File: config.mk
export PLATFORM = sky130hd
export DESIGN_NAME = fetch_queue
export DESIGN_NICKNAME = d
export VERILOG_FILES = /design/src/rtl/instruction_utilities.sv /design/src/rtl/fetch_fifo.sv /design/src/rtl/fetch_queue.sv
export SDC_FILE = /design/constraint.sdc
export NUM_CORES = 1
export LEC_CHECK = 0
export CAP_MARGIN = 20
export CORE_MARGIN = 2
export CORE_UTILIZATION = 56
export DETAILED_ROUTE_END_ITERATION = 6
export PLACE_DENSITY = 0.8
export REMOVE_ABC_BUFFERS = 1
export SETUP_SLACK_MARGIN = 0.05
export SYNTH_ARGS = -nofsm -noshare
export SYNTH_HDL_FRONTEND = slang
export SYNTH_SLANG_ARGS = --single-unit
File: constraint.sdc
create_clock -name clk -period 3.7 [get_ports clk]
set_input_delay 0.74 -clock clk [delete_from_list [all_inputs] [get_ports clk]]
set_output_delay 0.74 -clock clk [all_outputs]
set_load 0.05 [all_outputs]
File: src/rtl/instruction_utilities.sv
// Shared instruction-fetch types: buffered fetch entry and fetch FSM state.
// Latency: none (types, constants and a pure helper function only).
// Backpressure: not applicable.
package instruction_utilities;

    // One buffered instruction word together with its PC and status flags
    typedef struct packed {
        logic [31:0] data;
        logic [31:0] pc;
        logic        fault;
        logic        len_bad;
    } fetch_entry_t;

    // RUN issues sequential fetches; HALT stops issuing after an access fault
    typedef enum logic [0:0] {
        FETCH_RUN  = 1'b0,
        FETCH_HALT = 1'b1
    } fetch_state_t;

    localparam logic [31:0] FETCH_STEP = 32'd4;

    // Redirect targets are forced onto a word boundary
    function automatic logic [31:0] align_word(input logic [31:0] addr);
        return {addr[31:2], 2'b00};
    endfunction

endpackage

File: src/rtl/fetch_fifo.sv
// Circular buffer of fetch_entry_t with flush and occupancy; len_bad stored only with NEBULA_FETCH_LEN_CHECK_EN.
// Latency: a write is visible at the head on the cycle after it is written (registered storage).
// Backpressure: rd_rdy pops the head; a write into a full buffer is taken only when the same cycle pops.
module fetch_fifo
    import instruction_utilities::*;
#(
    parameter int DEPTH = 4
) (
    input  logic                     clk,
    input  logic                     rst_n,
    input  logic                     flush,
    input  logic                     wr_vld,
    input  fetch_entry_t             wr_dat,
    output logic                     rd_vld,
    input  logic                     rd_rdy,
    output fetch_entry_t             rd_dat,
    output logic [$clog2(DEPTH):0]   occupancy
);

    localparam int AW = $clog2(DEPTH);
    localparam logic [AW:0] FULL_CNT = (AW + 1)'(DEPTH);

    logic [AW-1:0] wr_ptr_q, wr_ptr_d;
    logic [AW-1:0] rd_ptr_q, rd_ptr_d;
    logic [AW:0]   count_q, count_d;
    logic [31:0]   data_mem_q [DEPTH];
    logic [31:0]   data_mem_d [DEPTH];
    logic [31:0]   pc_mem_q   [DEPTH];
    logic [31:0]   pc_mem_d   [DEPTH];
    logic          fault_mem_q [DEPTH];
    logic          fault_mem_d [DEPTH];
`ifdef NEBULA_FETCH_LEN_CHECK_EN
    logic          len_bad_mem_q [DEPTH];
    logic          len_bad_mem_d [DEPTH];
`else
    logic          unused_len_bad;
    assign unused_len_bad = wr_dat.len_bad;
`endif
    logic rd_fire;
    logic wr_en;

    assign rd_vld    = (count_q != '0);
    assign rd_fire   = rd_vld && rd_rdy;
    assign wr_en     = wr_vld && ((count_q != FULL_CNT) || rd_fire);
    assign occupancy = count_q;

    // Next pointer, count and storage; flush discards everything including a same-cycle write
    always_comb begin
        wr_ptr_d    = wr_ptr_q;
        rd_ptr_d    = rd_ptr_q;
        count_d     = count_q;
        data_mem_d  = data_mem_q;
        pc_mem_d    = pc_mem_q;
        fault_mem_d = fault_mem_q;
`ifdef NEBULA_FETCH_LEN_CHECK_EN
        len_bad_mem_d = len_bad_mem_q;
`endif
        if (flush) begin
            wr_ptr_d = '0;
            rd_ptr_d = '0;
            count_d  = '0;
        end else begin
            if (wr_en) begin
                data_mem_d[wr_ptr_q]  = wr_dat.data;
                pc_mem_d[wr_ptr_q]    = wr_dat.pc;
                fault_mem_d[wr_ptr_q] = wr_dat.fault;
`ifdef NEBULA_FETCH_LEN_CHECK_EN
                len_bad_mem_d[wr_ptr_q] = wr_dat.len_bad;
`endif
                wr_ptr_d = wr_ptr_q + AW'(1);
            end
            if (rd_fire) begin
                rd_ptr_d = rd_ptr_q + AW'(1);
            end
            count_d = count_q + (AW + 1)'(wr_en) - (AW + 1)'(rd_fire);
        end
    end

    // State registers; storage is cleared on reset so the head reads as zero
    always_ff @(posedge clk) begin
        if (!rst_n) begin
            wr_ptr_q <= '0;
            rd_ptr_q <= '0;
            count_q  <= '0;
            for (int i = 0; i < DEPTH; i++) begin
                data_mem_q[i]  <= '0;
                pc_mem_q[i]    <= '0;
                fault_mem_q[i] <= 1'b0;
`ifdef NEBULA_FETCH_LEN_CHECK_EN
                len_bad_mem_q[i] <= 1'b0;
`endif
            end
        end else begin
            wr_ptr_q    <= wr_ptr_d;
            rd_ptr_q    <= rd_ptr_d;
            count_q     <= count_d;
            data_mem_q  <= data_mem_d;
            pc_mem_q    <= pc_mem_d;
            fault_mem_q <= fault_mem_d;
`ifdef NEBULA_FETCH_LEN_CHECK_EN
            len_bad_mem_q <= len_bad_mem_d;
`endif
        end
    end

    // Head entry presented to the reader
    always_comb begin
        rd_dat.data  = data_mem_q[rd_ptr_q];
        rd_dat.pc    = pc_mem_q[rd_ptr_q];
        rd_dat.fault = fault_mem_q[rd_ptr_q];
`ifdef NEBULA_FETCH_LEN_CHECK_EN
        rd_dat.len_bad = len_bad_mem_q[rd_ptr_q];
`else
        rd_dat.len_bad = 1'b0;
`endif
    end

endmodule

File: src/rtl/fetch_queue.sv
// Sequential instruction fetch with credit-limited requests, redirect flush and fault halt (NEBULA_FETCH_LEN_CHECK_EN adds length check).
// Latency: request in cycle N, 1-cycle memory response in N+1, inst_valid in N+2.
// Backpressure: requests stop once buffered + in-flight reaches DEPTH; the decoder stalls via inst_ready.
module fetch_queue
    import instruction_utilities::*;
#(
    parameter int          DEPTH    = 4,
    parameter logic [31:0] RESET_PC = 32'h0000_0000
) (
    input  logic        clk,
    input  logic        rst_n,
    output logic        imem_req_valid,
    input  logic        imem_req_ready,
    output logic [31:0] imem_req_addr,
    input  logic        imem_rsp_valid,
    input  logic [31:0] imem_rsp_data,
    input  logic        imem_rsp_err,
    input  logic        redirect_valid,
    input  logic [31:0] redirect_pc,
    output logic        inst_valid,
    input  logic        inst_ready,
    output logic [31:0] inst_data,
    output logic [31:0] inst_pc,
    output logic        inst_fault,
    output logic        inst_len_bad
);

    localparam int CW = $clog2(DEPTH) + 1;
    localparam logic [CW:0] CREDITS = (CW + 1)'(DEPTH);

    fetch_state_t  state_q, state_d;
    logic [31:0]   fetch_pc_q, fetch_pc_d;
    logic [31:0]   rsp_pc_q, rsp_pc_d;
    logic [CW-1:0] outstanding_q, outstanding_d;
    logic [CW-1:0] drop_q, drop_d;
    logic [CW-1:0] occupancy;
    logic          req_fire;
    logic          rsp_accept;
    logic          rsp_drop;
    logic          credit_ok;
    fetch_entry_t  wr_entry;
    fetch_entry_t  rd_entry;

    assign req_fire   = imem_req_valid && imem_req_ready;
    assign rsp_accept = imem_rsp_valid && !redirect_valid && (drop_q == '0);
    assign rsp_drop   = imem_rsp_valid && !redirect_valid && (drop_q != '0);
    // In-flight requests hold a slot so every response always has room to land
    assign credit_ok  = ({1'b0, occupancy} + {1'b0, outstanding_q}) < CREDITS;
    assign imem_req_addr = fetch_pc_q;

    // FSM state register
    always_ff @(posedge clk) begin
        if (!rst_n) begin
            state_q <= FETCH_RUN;
        end else begin
            state_q <= state_d;
        end
    end

    // FSM next state: a faulting response halts fetch until the next redirect
    always_comb begin
        state_d = state_q;
        if (redirect_valid) begin
            state_d = FETCH_RUN;
        end else if (rsp_accept && imem_rsp_err) begin
            state_d = FETCH_HALT;
        end
    end

    // FSM output: request whenever running, credited and not being redirected
    always_comb begin
        imem_req_valid = rst_n && (state_q == FETCH_RUN) && credit_ok && !redirect_valid;
    end

    // PC tracking and credit/drop accounting; the redirect cycle's response is counted then discarded
    always_comb begin
        fetch_pc_d    = fetch_pc_q;
        rsp_pc_d      = rsp_pc_q;
        drop_d        = drop_q;
        outstanding_d = outstanding_q + CW'(req_fire) - CW'(imem_rsp_valid);
        if (redirect_valid) begin
            fetch_pc_d = align_word(redirect_pc);
            rsp_pc_d   = align_word(redirect_pc);
            drop_d     = outstanding_d;
        end else begin
            if (req_fire) begin
                fetch_pc_d = fetch_pc_q + FETCH_STEP;
            end
            if (rsp_accept) begin
                rsp_pc_d = rsp_pc_q + FETCH_STEP;
            end
            if (rsp_drop) begin
                drop_d = drop_q - CW'(1);
            end
        end
    end

    // Datapath registers
    always_ff @(posedge clk) begin
        if (!rst_n) begin
            fetch_pc_q    <= RESET_PC;
            rsp_pc_q      <= RESET_PC;
            outstanding_q <= '0;
            drop_q        <= '0;
        end else begin
            fetch_pc_q    <= fetch_pc_d;
            rsp_pc_q      <= rsp_pc_d;
            outstanding_q <= outstanding_d;
            drop_q        <= drop_d;
        end
    end

    // Build the buffer entry for an accepted response
    always_comb begin
        wr_entry.data  = imem_rsp_data;
        wr_entry.pc    = rsp_pc_q;
        wr_entry.fault = imem_rsp_err;
`ifdef NEBULA_FETCH_LEN_CHECK_EN
        wr_entry.len_bad = (imem_rsp_data[1:0] != 2'b11) || (imem_rsp_data[4:2] == 3'b111);
`else
        wr_entry.len_bad = 1'b0;
`endif
    end

    fetch_fifo #(
        .DEPTH (DEPTH)
    ) u_fifo (
        .clk       (clk),
        .rst_n     (rst_n),
        .flush     (redirect_valid),
        .wr_vld    (rsp_accept),
        .wr_dat    (wr_entry),
        .rd_vld    (inst_valid),
        .rd_rdy    (inst_ready),
        .rd_dat    (rd_entry),
        .occupancy (occupancy)
    );

    assign inst_data    = rd_entry.data;
    assign inst_pc      = rd_entry.pc;
    assign inst_fault   = rd_entry.fault;
    assign inst_len_bad = rd_entry.len_bad;

endmodule

==> results of run 1 <==
-- sequential cells by signal, indices dropped and copies added (netlist names) --
| register | flops |
|---|---|
| u_fifo.rd_ptr_q | 2 |
| u_fifo.wr_ptr_q | 2 |
| outstanding_q | 3 |
| u_fifo.fault_mem_q | 4 |
| u_fifo.data_mem_q | 128 |
| u_fifo.pc_mem_q | 120 |
| drop_q | 3 |
| imem_req_addr | 30 |
| u_fifo.occupancy | 3 |
| rsp_pc_q | 30 |
| state_q | 1 |
-- power breakdown --
part           total (uW)  leakage, uW  switching, uW  internal (uW)
Clock                3400     0.000548           1370           2030
Combinational        1190      0.00268            708            485
Sequential           3770      0.00265            136           3630
Total                8360      0.00587           2220           6140
-- worst max-delay path, cell delays in order (launching register included) --
cell and delay, ps:
dfxtp_4 420, buf_4 200, buf_12 160, mux4_2 510
clkdlybuf4s50_1 720
-- cell usage after synthesis (all sizes together) (2+ instances only) --
cell type / n / area (sq um)
nor2: 19 / 71.3
inv: 19 / 73.8
and3: 4 / 25.0
clkbuf: 62 / 236
a21oi: 53 / 265
fa: 2 / 40.0
ha: 14 / 175
nand2: 529 / 2020
nor3: 18 / 105
and2: 11 / 76.3
nand3: 28 / 150
o21ai: 31 / 155
buf: 80 / 594
and4: 14 / 123
a21boi: 254 / 1910
o211ai: 2 / 15.0
nand4: 14 / 93.8
xor2: 14 / 123
nor2b: 2 / 12.5
xnor2: 51 / 447
dfxtp: 326 / 6530
nor4: 15 / 134
mux2i: 2 / 20.0
mux4: 63 / 1420
-- cells by family (layout without fill, tap and decap cells) --
logic type               after synthesis  in the layout
flip-flops                           326            326
other                                  1              6
AND/OR/NAND/NOR                      658            658
AO/OA/AOI/OAI                        346            346
multiplexers                          65             65
adder cells (fa/ha/maj)               16             16
XOR/XNOR                              65             65
buffers and inverters                162            280
-- metrics by stage --
stage	hold slack [ps]	instance area [sq um]
5_1_grt	469	17700
3_3_place_gp	437	16500
4_1_cts	452	17600
3_5_place_dp	443	16500
6_report	449	17700
2_1_floorplan	432	14100
-- what timing repair did --
action | in CTS | in global routing
hold buffers | 0 | 0
gates resized for setup | 0 | 0
setup buffers | 0 | 4
endpoints found under the hold margin | 0 | 0
setup endpoints to repair | 0 | 1
-- worst max-delay path by stage --
stage | end | slack [ps] | cells after the start
floorplan | inst_data[0] | -590 | 1
global placement | drop_q[2] | 310 | 13
detailed placement | drop_q[2] | 270 | 13
CTS | inst_data[28] | 100 | 3
global route | inst_pc[14] | 380 | 4
finish | inst_pc[17] | 420 | 4
-- metal layers --
metal,up-vias,GRT usage (%),wire (um)
met2,427,46.8,19000
met4,0,9.11,960
li1,5726,-,-
met1,5881,36.0,16000
met3,64,3.83,2540
met5,-,0,0
-- area by class of cell --
type,count,area share [%]
inverter,20,0.438
timing repair buffer,200,11.7
sequential,326,36.9
clock inverter,3,0.120
antenna,1,0.0141
multi-input combinational,1155,42.2
clock buffer,57,6.22
tap,335,2.37
==> results.cfg, run 1 <==
[critical_path]
critical_path_class = reg2out
arrival_ps = 2540
cp-start-kind = register
rr_endpoint = drop_q[2]
cp.required_ps = 2960
reg2reg_slack_ps = 710
r2r-start = u_fifo.occupancy[2]
critPathLaunch = u_fifo.rd_ptr_q[0]
cp_max_fo = 9
end_kind = output port
r2r_cells = 13

[die]
core-area_sq_um = 26100
die_h_um = 167
die-area_sq_um = 27900
start_util_pct = 57.1
row_count = 59
ios = 171
fp.dieW_um = 167

[clocking]
clock_sinks = 326
htree_levels = 2
cts.path.max_buffers = 3
clk_pin_slew_ps = 60
cts_tree = done
numCtsBuffers = 34
cts-root-buf = clkbuf_16
clk_latency_ps = 520

[synth]
synthMuxAreaShare_pct = 9.66
synthesis.area_sq_um = 14900
synth_top_family_by_area = simple AND/OR/NAND/NOR gates
avgSynthCellArea_sq_um = 9.09
syn_inst = 1639
ys_async_sr_fraction_pct = 0
synth_cell_types = 49
synth_ff_type = dfxtp_1
synth_warnings = 0
synth_compound_area_share_pct = 16.0
synth_xor_area_share_pct = 3.82
synth-seq-cells = 326
yosys.area_share.simple_pct = 19.1
synthAdderAreaFrac_pct = 1.45
synth_edf_count = 0
yosysSeqAreaShare_pct = 43.8

[global_route]
antenna_found_initial = 0
overflow = 0
grt_max_degree = 290
grt_pass1_wl_um = 61700
grt_usage_pct = 27.4
grt_pass1_vias = 11800

[sta]
slew_headroom_pct = 29.0
fmax_mhz = 305
setup_viol = 0
worst_pin_slew_ps = 1060
skew_ps = 17.0
layout_setup_ws_ps = 425
fin_tns_setup_ps = 0
min_period_ps = 3280
rsz0062_at_grt = no
hold_viol_final = 0
drv_slew = 0
finalCritPeriodShare_pct = 88.5

[worst_hold_path]
hold_end = u_fifo.pc_mem_q[34]
worstHoldStart = u_fifo.pc_mem_q[34]
worstHoldPathCells = 2
min_path_type = reg2reg

[detailed_routing]
vias = 12100
via_per_inst = 5.77
drt_first_pass_iters = 6
drtIter0Drc = 959
antenna_left = 0
drcViolationCount = 0
post_drt_wl_per_cell_um = 18.4
wl_um = 38500

[power_and_ir_drop]
ir_drop_uv = 439
p_leak_uw = 0.00587
total_power_uw = 8360
powerDensity_nw_per_um2 = 472

[finish]
final_common_cell = nand2_1
stdcell_count = 2097
fin_nets = 1824
area_growth_pct = 18.9
multi_input_area_sq_um = 7470
seqCellArea_sq_um = 6530
nFillCells = 2020
layout_common_cells = 525 x nand2_1, 324 x dfxtp_1, 197 x a21boi_1, 161 x clkdlybuf4s50_1, 63 x mux4_2
fin_util_pct = 67.9
drive_gt1_share_pct = 9.94

[placement]
post-place-cells = 2032
port-buffer-count = 163
place_hpwl_um = 23500
routabilityCongestion = 0.841
pre_cts_ws_ps = 265

[job]
drv_cap = 0

[outcome]
run_status = complete, no violations
(Power assumes the default switching activity.)
==> run 2: changes to the inputs <==
--- a/config.mk
+++ b/config.mk
@@ -5,6 +5,7 @@
 export SDC_FILE = /design/constraint.sdc
 export NUM_CORES = 1
 export LEC_CHECK = 0
+export ABC_CLOCK_PERIOD_IN_PS = 3700
 export CAP_MARGIN = 20
 export CORE_MARGIN = 2
 export CORE_UTILIZATION = 56
==> results of run 2 <==
Same layout as run 1: the final DEF is identical, and so are final timing and power.
